## src/rtl/pipe_hazard_ctrl_pkg.sv

```systemverilog
// pipe_hazard_ctrl_pkg: shared constants for the pipeline hazard controller
// Contents: mult/div timer state encoding, exception handler entry, MD cycle defaults.
package pipe_hazard_ctrl_pkg;
    typedef enum logic {IDLE = 1'b0, BUSY = 1'b1} md_state_e;
    localparam logic [31:0] EXC_HANDLER = 32'h0000_4180;
    localparam int MULT_CYCLES_DEF = 5;
    localparam int DIV_CYCLES_DEF = 10;
endpackage

```

## src/rtl/pipe_hazard_ctrl_md_busy_timer.sv

```systemverilog
// pipe_hazard_ctrl_md_busy_timer: mult/div start qualification and busy countdown
// Ports: clk, reset (sync, active-high); md_start, md_is_div from E stage;
//        kill (exception or eret this cycle); md_go start strobe; md_busy unit occupied.
module pipe_hazard_ctrl_md_busy_timer
    import pipe_hazard_ctrl_pkg::*;
#(
    parameter int MULT_CYCLES = MULT_CYCLES_DEF,
    parameter int DIV_CYCLES = DIV_CYCLES_DEF
) (
    input  logic clk,
    input  logic reset,
    input  logic md_start,
    input  logic md_is_div,
    input  logic kill,
    output logic md_go,
    output logic md_busy
);
    localparam logic [3:0] MULT_LD = 4'(MULT_CYCLES - 1);
    localparam logic [3:0] DIV_LD = 4'(DIV_CYCLES - 1);
    md_state_e state_q;
    logic [3:0] cnt_q;
    assign md_go = md_start & ~kill & (state_q == IDLE);
    assign md_busy = (state_q == BUSY);
    always_ff @(posedge clk) begin
        if (reset) begin
            state_q <= IDLE;
            cnt_q <= '0;
        end else if (state_q == IDLE) begin
            if (md_go) begin
                state_q <= BUSY;
                cnt_q <= md_is_div ? DIV_LD : MULT_LD;
            end
        end else begin
            state_q <= (cnt_q == 4'd0) ? IDLE : BUSY;
            cnt_q <= (cnt_q == 4'd0) ? 4'd0 : cnt_q - 4'd1;
        end
    end
endmodule

```

## src/rtl/pipe_hazard_ctrl.sv

```systemverilog
// pipe_hazard_ctrl: stall/flush arbitration for the 5-stage pipeline
// Ports: clk, reset (sync, active-high); stall_data, md_use_id, md_start, md_is_div,
//        exc_req, eret_m in; md_go, md_busy, stall_f, clear_fd/de/em, pc_sel_exc,
//        pc_sel_eret, stall_cycles out.
// Build option: STALL_CNT_EN enables the 32-bit stall cycle counter (else tied to 0).
module pipe_hazard_ctrl
    import pipe_hazard_ctrl_pkg::*;
#(
    parameter int MULT_CYCLES = MULT_CYCLES_DEF,
    parameter int DIV_CYCLES = DIV_CYCLES_DEF
) (
    input  logic        clk,
    input  logic        reset,
    input  logic        stall_data,
    input  logic        md_use_id,
    input  logic        md_start,
    input  logic        md_is_div,
    input  logic        exc_req,
    input  logic        eret_m,
    output logic        md_go,
    output logic        md_busy,
    output logic        stall_f,
    output logic        clear_fd,
    output logic        clear_de,
    output logic        clear_em,
    output logic        pc_sel_exc,
    output logic        pc_sel_eret,
    output logic [31:0] stall_cycles
);
    logic redirect;
    logic md_stall;
    assign redirect = exc_req | eret_m;
    pipe_hazard_ctrl_md_busy_timer #(
        .MULT_CYCLES(MULT_CYCLES),
        .DIV_CYCLES(DIV_CYCLES)
    ) u_timer (
        .clk(clk),
        .reset(reset),
        .md_start(md_start),
        .md_is_div(md_is_div),
        .kill(redirect),
        .md_go(md_go),
        .md_busy(md_busy)
    );
    // the start cycle already occupies the unit, so it stalls a dependent ID op
    assign md_stall = md_use_id & (md_start | md_busy);
    // a redirect flushes the younger stages, so holding them would be pointless
    assign stall_f = ~redirect & (stall_data | md_stall);
    assign clear_de = stall_f | redirect;
    assign clear_fd = redirect;
    assign clear_em = redirect;
    assign pc_sel_exc = exc_req;
    assign pc_sel_eret = eret_m & ~exc_req;
`ifdef STALL_CNT_EN
    logic [31:0] stall_cycles_q, stall_cycles_d;
    assign stall_cycles_d = stall_cycles_q + {31'd0, stall_f};
    always_ff @(posedge clk) begin
        stall_cycles_q <= reset ? 32'd0 : stall_cycles_d;
    end
    assign stall_cycles = stall_cycles_q;
`else
    assign stall_cycles = 32'd0;
`endif
endmodule

```

## config.mk

```make
export PLATFORM = sky130hd
export DESIGN_NAME = pipe_hazard_ctrl
export DESIGN_NICKNAME = d
export VERILOG_FILES = /design/src/rtl/pipe_hazard_ctrl_pkg.sv /design/src/rtl/pipe_hazard_ctrl_md_busy_timer.sv /design/src/rtl/pipe_hazard_ctrl.sv
export SDC_FILE = /design/constraint.sdc
export NUM_CORES = 1
export LEC_CHECK = 0
export ABC_CLOCK_PERIOD_IN_PS = 1980
export CAP_MARGIN = 20
export CORE_UTILIZATION = 35
export CTS_BUF_LIST = sky130_fd_sc_hd__clkbuf_2
export CTS_CLUSTER_DIAMETER = 80
export DETAILED_ROUTE_END_ITERATION = 12
export PLACE_DENSITY = 0.95
export REMOVE_ABC_BUFFERS = 1
export SLEW_MARGIN = 20
export SYNTH_ARGS = -nofsm -noshare
export SYNTH_HDL_FRONTEND = slang
export SYNTH_HIERARCHICAL = 1
export SYNTH_SLANG_ARGS = --single-unit
```

## constraint.sdc

```tcl
create_clock -name clk -period 1.98 [get_ports clk]
set_input_delay 0.396 -clock clk [delete_from_list [all_inputs] [get_ports clk]]
set_output_delay 0.396 -clock clk [all_outputs]
set_load 0.005 [all_outputs]
```

* After elaboration in Yosys (flattened, before gate mapping)
Cells that the tools add are included.
Operators by class: reduce and logical (&&, ||, !) cells 2, bitwise logic cells 12, $add $sub $neg 1, muxes and demuxes 7
Operators by type and width (number):
- 4-bit 2-to-1 mux | 4
- 1-bit AND | 5
- 4-bit zero test | 1
- 1-bit bitwise OR | 4
- 4-bit by 1-bit subtractor with 4-bit output, second input constant | 1
- 1-bit 2-to-1 mux | 3
- 1-bit NOT | 3
- 2-bit nonzero test | 1
Storage, ports and cells: word-level logic and storage cells 24, register bits after elaboration 5, bits of input ports 8, output and inout bits 40

* Longest topological paths before layout
Gate-level depths: netlist of run 1.
depth in word-level cells 6, mapped depth 6, mapped depth without buffers 6

* By module
The synthesis of run 1 kept the hierarchy.
By module, submodules not included:
- pipe_hazard_ctrl | instances 1, cells an instance 41, area an instance 311.5 sq um
- pipe_hazard_ctrl_md_busy_timer | instances 1, cells an instance 31, area an instance 261.5 sq um

* Worst setup path before layout of run 1
OpenSTA, ideal clock, no wires.
path type in2out, start in eret_m, end out md_go, arrival time 1015 ps, stages 3, data required time 1584 ps, buffers on the path 0, setup slack 569 ps, path through or2_4 > nor2b_2 > nor2b_2
Between the ends: word-level cells in the longest chain between the ends 4
RTL lines:
- start, declared | line pipe_hazard_ctrl.sv:19 | input logic eret_m,
- 1-bit bitwise OR | line pipe_hazard_ctrl.sv:32 | assign redirect = exc_req | eret_m;
- 1-bit NOT | line pipe_hazard_ctrl_md_busy_timer.sv:22 | assign md_go = md_start & ~kill & (state_q == IDLE);
- 1-bit AND (2 in a row) | line pipe_hazard_ctrl_md_busy_timer.sv:22
- end, declared | line pipe_hazard_ctrl.sv:20 | output logic md_go,
No other way between the ends.

* Final worst setup path of run 1
start in eret_m, end out stall_f
Between the ends: word-level cells in the longest chain between the ends 3
RTL lines:
- 1-bit bitwise OR | line pipe_hazard_ctrl.sv:32
- 1-bit NOT | line pipe_hazard_ctrl.sv:48 | assign stall_f = ~redirect & (stall_data | md_stall);
- 1-bit AND | line pipe_hazard_ctrl.sv:48
- end, declared | line pipe_hazard_ctrl.sv:22 | output logic stall_f,
No other way between the ends.

==> results of run 1 <==
[Yosys cell counts (all sizes together), types with 2 or more instances]
library cell / number / share of area [%]
nor2: 5 / 3.3
nand2: 3 / 2.0
or2: 2 / 2.6
nor2b: 3 / 4.1
buf: 34 / 45
inv: 4 / 2.6
o21ai: 2 / 3.1
dfxtp: 5 / 17
a21oi: 2 / 1.7
[worst min-delay path by stage]
stage | startpoint | endpoint | slack [ns]
2_1_floorplan | reset | u_timer/md_busy | 0.47
3_3_place_gp | u_timer/cnt_q[1] | u_timer/cnt_q[1] | 0.50
3_5_place_dp | u_timer/cnt_q[1] | u_timer/cnt_q[1] | 0.51
4_1_cts | u_timer/cnt_q[1] | u_timer/cnt_q[1] | 0.52
5_1_grt | u_timer/cnt_q[1] | u_timer/cnt_q[1] | 0.59
6_report | u_timer/cnt_q[1] | u_timer/cnt_q[1] | 0.52
[registers in the layout (all words and copies together), names as in the netlist]
name             flops
u_timer/cnt_q        4
u_timer/md_busy      1
[through the flow]
step | hold WS, ns | total power [mW]
final | 0.518 | 0.283
after global placement | 0.496 | 0.187
after global routing | 0.589 | 0.304
after CTS | 0.524 | 0.286
after detailed placement | 0.510 | 0.190
after floorplan | 0.465 | 0.149
[worst max-delay path: cells and delay by family]
| kind | cells | cell delay [ns] |
|---|---|---|
| buffers and inverters | 3 | 0.80 |
| AND/OR/NAND/NOR | 1 | 0.25 |
| AO/OA/AOI/OAI | 1 | 0.10 |
[metal layers]
layer / vias up / share of wire, % / GRT usage (%)
met4: 0 / 1.5 / 7.50
li1: 205 / - / -
met1: 190 / 37 / 9.64
met5: - / 0 / 0
met2: 31 / 49 / 16.9
met3: 2 / 12 / 3.45
[power groups by stage]
stage / logic (mW) / registers [mW] / clock network [mW]
after floorplan: 0.0388 / 0.110 / 0
after global placement: 0.0777 / 0.109 / 0
after detailed placement: 0.0800 / 0.110 / 0
after CTS: 0.0771 / 0.108 / 0.101
after global routing: 0.0876 / 0.108 / 0.108
final: 0.0789 / 0.108 / 0.0968
[final cells by class]
cell class | count | area [sq um] | area share, %
clock buffers | 4 | 20.0 | 3.04
inverters | 4 | 15.0 | 2.28
multi-input cells | 60 | 329 | 49.9
flip-flops and latches | 5 | 100 | 15.2
well taps | 16 | 20.0 | 3.04
repair buffers | 19 | 175 | 26.6
[cells by family (layout without fill, tap and decap cells)]
logic type | Yosys count | count (layout) | synth area share (%)
AOI/OAI and AO/OA | 9 | 9 | 12.0
adders and majority gates | 1 | 1 | 2.18
buffers and inverters | 38 | 27 | 47.2
DFF | 5 | 5 | 17.5
muxes | 1 | 1 | 1.75
other | 1 | 32 | 0.654
and+or+nand+nor | 17 | 17 | 18.8
[repair_timing]
action | 4_1_cts | 5_1_grt
resized for setup | 8 | 2
cloned | 0 | 0
endpoints found under the setup margin | 5 | 1
pin swaps | 1 | 0
==> impl_metrics.toml, run 1 <==
[placement]
dpl_cell_area_sq_um = 634
dp_cells = 104
dp_slack_ns = -0.294
gp_congestion = 0.850
hpwl_um = 735
io_buffers = 15

[floorplanning]
io_pins = 48
rows = 14
die_height_um = 42.5
start_util_pct = 37.6
core_sq_um = 1520
die_area_sq_um = 1800
die_w_um = 42.5

[synth]
synth-edff-count = 0
synth_cell_types = 23
ys_seq_area_share_pct = 17.5
ys_async_sr_fraction_pct = 0
avgSynthCellArea_sq_um = 7.96
synth-seq-cells = 5
netlist_area_sq_um = 573
synth_top_flop_cell = "dfxtp_1"
yosys_warnings = 6
netlist_instances = 72

[worst_hold_path]
min_path_type = "register to register"
holdPathStages = 2

[power_and_ir_drop]
p_leak_nw = 0.330
peakVddDrop_mv = 0.293
power_frac_clock_pct = 34.2
p_seq_share_pct = 38.0
switching_power_mw = 0.0857
p_int_mw = 0.198
power_density_nw_per_um2 = 430
combinationalPowerShare_pct = 27.9
switching_share_pct = 30.3

[global_route]
antenna_found_initial = 0
grt_start_max_net_pins = 9
gr-total-overflow = 0
grt.total_usage_pct = 9.90
first_global_vias = 367
grt_first_pass_wirelength_um = 1350

[detailed_routing]
wl_um = 848
wl_per_cell_um = 7.85
antenna_left = 0
via_count = 428
vias_per_cell = 3.96
drc = 0
first_pass_iters = 3
drt_iter0_drc = 3

[timing]
finalSetupTns_ns = 0
fmax_ghz = 0.515
final.setup.worst_slack_ns = 0.0378
setup_viol = 0
fin_crit_sh_pct = 98.1
maxSlewViolCount = 0
skew_ns = 0.00104
hold_viol_final = 0
rsz0062_at_grt = "no"
period_minus_slack_ns = 1.94

[run_status]
status = "completed"

[setup_path]
cp-startpoint = "eret_m"
arrival_ns = 1.55
worstSetupPathType = "input pin to output pin"
cp_max_fo = 4
worst_path_largest_cell_delay_ns = 0.41
cp-start-kind = "input pin"
reg2reg_from = "u_timer/cnt_q[0]"
endpoint = "stall_f"
worstPathCellList = "clkdlybuf4s50_1, or2_4, buf_4, a21oi_1, dlygate4sd2_1"
cp_slowest_cell = "clkdlybuf4s50_1"
endpoint_kind = "output pin"
required_ns = 1.58
worst-r2r-setup-slack_ns = 0.65
reg2reg_to = "u_timer/cnt_q[0]"
ff2ff_path_depth = 6

[clock_tree]
cts.htree.levels = 1
clock-sinks = 5
cts_tree = "built"
path_clk_slew_ns = 0.06
cts_setup_buffers = 0
cts_buffers = 3
cts_hold_buf = 0
clock_latency_ns = 0.22
clockBufferDepth = 2
cts_root_buf = "clkbuf_2"

[job]
drv_cap = 0

[final_layout]
fin_nets = 102
layout_commonest_cell = "conb_1"
fin_cells = 108
fillers = 167
fin_area_sq_um = 659
synthToLayoutAreaGrowth_pct = 15.1
final_util_pct = 43.3
antenna_cells = 0
drive_gt1_share_pct = 15.2
final_cell_mix = "32 x conb_1, 9 x clkdlybuf4s50_1, 5 x nor2_1, 5 x dfxtp_1"
(Power assumes the default switching activity.)
==> inputs of run 2 (changes only) <==
SKIP_CTS_REPAIR_TIMING = 1   (was default)
==> run 2 against run 1 <==
- cell count unchanged
- clock power is essentially flat
- final area rose by 2.3%
- global-route usage did not move
- sequential power about the same
- first-iteration DRC count unchanged
- largest cell class unchanged
- critical path type unchanged
- maximum frequency rose by 2.6%
- combinational power rose by 0.9%
- hold slack is the same
- flip-flop and latch count unchanged
- critical endpoint is now pc_sel_eret
- clock skew barely moved
- register-to-register slack hardly changed
==> impl_metrics.toml, run 2 (synthesis gave the netlist of run 1 again) <==
[detailed_routing]
first_pass_iters = 3
via_count = 429
drc = 0
drt_iter0_drc = 3
wl_per_cell_um = 7.94
wl_um = 858
vias_per_cell = 3.97
antenna_left = 0

[timing]
fmax_ghz = 0.528
setup_viol = 0
maxSlewViolCount = 0
holdWs_ns = 0.518
final.setup.worst_slack_ns = 0.0873
skew_ns = 0.00104
period_minus_slack_ns = 1.89
rsz0062_at_grt = "no"
hold_viol_final = 0
fin_crit_sh_pct = 95.6

[placement]
dpl_cell_area_sq_um = 634
dp_slack_ns = -0.294
gp_congestion = 0.850
dp_cells = 104
hpwl_um = 735
io_buffers = 15

[setup_path]
worstSetupPathType = "input pin to output pin"
cp-start-kind = "input pin"
cp_common_cell = "clkdlybuf4s50_1"
worst-r2r-setup-slack_ns = 0.65
worst_path_largest_cell_delay_ns = 0.51
endpoint_kind = "output pin"
endpoint = "pc_sel_eret"
worstPathCellList = "clkdlybuf4s50_1, nor2b_1, clkdlybuf4s50_1"
cp-startpoint = "eret_m"
required_ns = 1.58
cp_max_fo = 2
reg2reg_to = "u_timer/cnt_q[0]"
ff2ff_path_depth = 6
cp_slowest_cell = "clkdlybuf4s50_1"
reg2reg_from = "u_timer/cnt_q[0]"
arrival_ns = 1.50

[global_route]
grt.total_usage_pct = 9.90
grt_start_max_net_pins = 9
gr-total-overflow = 0
grt_first_pass_wirelength_um = 1350
antenna_found_initial = 0
first_global_vias = 369

[final_layout]
antenna_cells = 0
layout_commonest_cell = "conb_1"
final_cell_mix = "32 x conb_1, 9 x clkdlybuf4s50_1, 6 x dlymetal6s2s_1"
fin_area_sq_um = 674
fin_nets = 102
largest_register_ffs = 4
registers.top_by_ff_count = "u_timer/cnt_q"
fillers = 160
fin_cells = 108
synthToLayoutAreaGrowth_pct = 17.7
drive_gt1_share_pct = 15.2

[floorplanning]
core_sq_um = 1520
die_area_sq_um = 1800
io_pins = 48
die_w_um = 42.5
die_height_um = 42.5
start_util_pct = 37.6
rows = 14

[power_and_ir_drop]
p_int_mw = 0.199
power_frac_clock_pct = 34.1
switching_share_pct = 30.0
p_leak_nw = 0.372
p_seq_share_pct = 37.9
power_mw = 0.284
combinationalPowerShare_pct = 28.0
peakVddDrop_mv = 0.278
switching_power_mw = 0.0852
power_density_nw_per_um2 = 421

[clock_tree]
cts_tree = "built"
cts_root_buf = "clkbuf_2"
clock_latency_ns = 0.22
cts_buffers = 3
path_clk_slew_ns = 0.06
clock-sinks = 5
clockBufferDepth = 2
cts.htree.levels = 1

[run_status]
status = "completed"

[job]
drv_cap = 0

[worst_hold_path]
min_path_type = "register to register"
-- run 2: changes by cell type in the layout (fill, tap and decap cells not counted) --
| cell | previous run | this run |
|---|---|---|
| dlymetal6s2s_1 | 0 | 6 |
| dlygate4sd2_1 | 4 | 0 |
| clkdlybuf4s15_1 | 2 | 0 |
| nor2b_2 | 0 | 1 |
| nor2b_4 | 2 | 1 |
-- run 2: critical path, delay by kind of cell --
family / cells / cell delay [ns]
AND/OR/NAND/NOR: 1 / 0.12
buffers and inverters: 2 / 0.98
-- run 2: worst min-delay path by stage --
stage | start | endpoint | depth (start not counted)
after floorplan | reset | u_timer/md_busy | 1
after global placement | u_timer/cnt_q[1] | u_timer/cnt_q[1] | 2
after detailed placement | u_timer/cnt_q[1] | u_timer/cnt_q[1] | 2
after CTS | u_timer/cnt_q[1] | u_timer/cnt_q[1] | 2
after global routing | u_timer/cnt_q[1] | u_timer/cnt_q[1] | 2
final | u_timer/cnt_q[1] | u_timer/cnt_q[1] | 2
-- run 2: per-layer routing --
metal / GRT usage [%] / vias up / wire length (um)
met5: 0 / - / 0
met4: 7.50 / 0 / 13
met3: 3.45 / 2 / 107
met2: 16.9 / 31 / 422
met1: 9.64 / 191 / 314
li1: - / 205 / -
-- run 2: power groups by stage --
stage	registers (mW)	logic [mW]	clock network, mW
6_report	0.108	0.0796	0.0968
5_1_grt	0.108	0.0882	0.108
4_1_cts	0.108	0.0802	0.101
3_5_place_dp	0.110	0.0800	0
3_3_place_gp	0.109	0.0777	0
2_1_floorplan	0.110	0.0388	0
-- run 2: through the flow --
step / util (%) / TNS [ns]
after detailed placement: 41.6 / -0.972
after global routing: 44.3 / 0
after floorplan: - / 0
after CTS: 42.9 / -1.02
final: 44.3 / 0
after global placement: 41.6 / -0.894
-- run 2: cell type report --
type | count | area, sq um | area share, %
multi-input combinational | 60 | 324 | 48.1
timing repair buffer | 19 | 195 | 28.9
sequential | 5 | 100 | 14.8
clock buffer | 4 | 20.0 | 2.97
tap | 16 | 20.0 | 2.97
inverter | 4 | 15.0 | 2.23
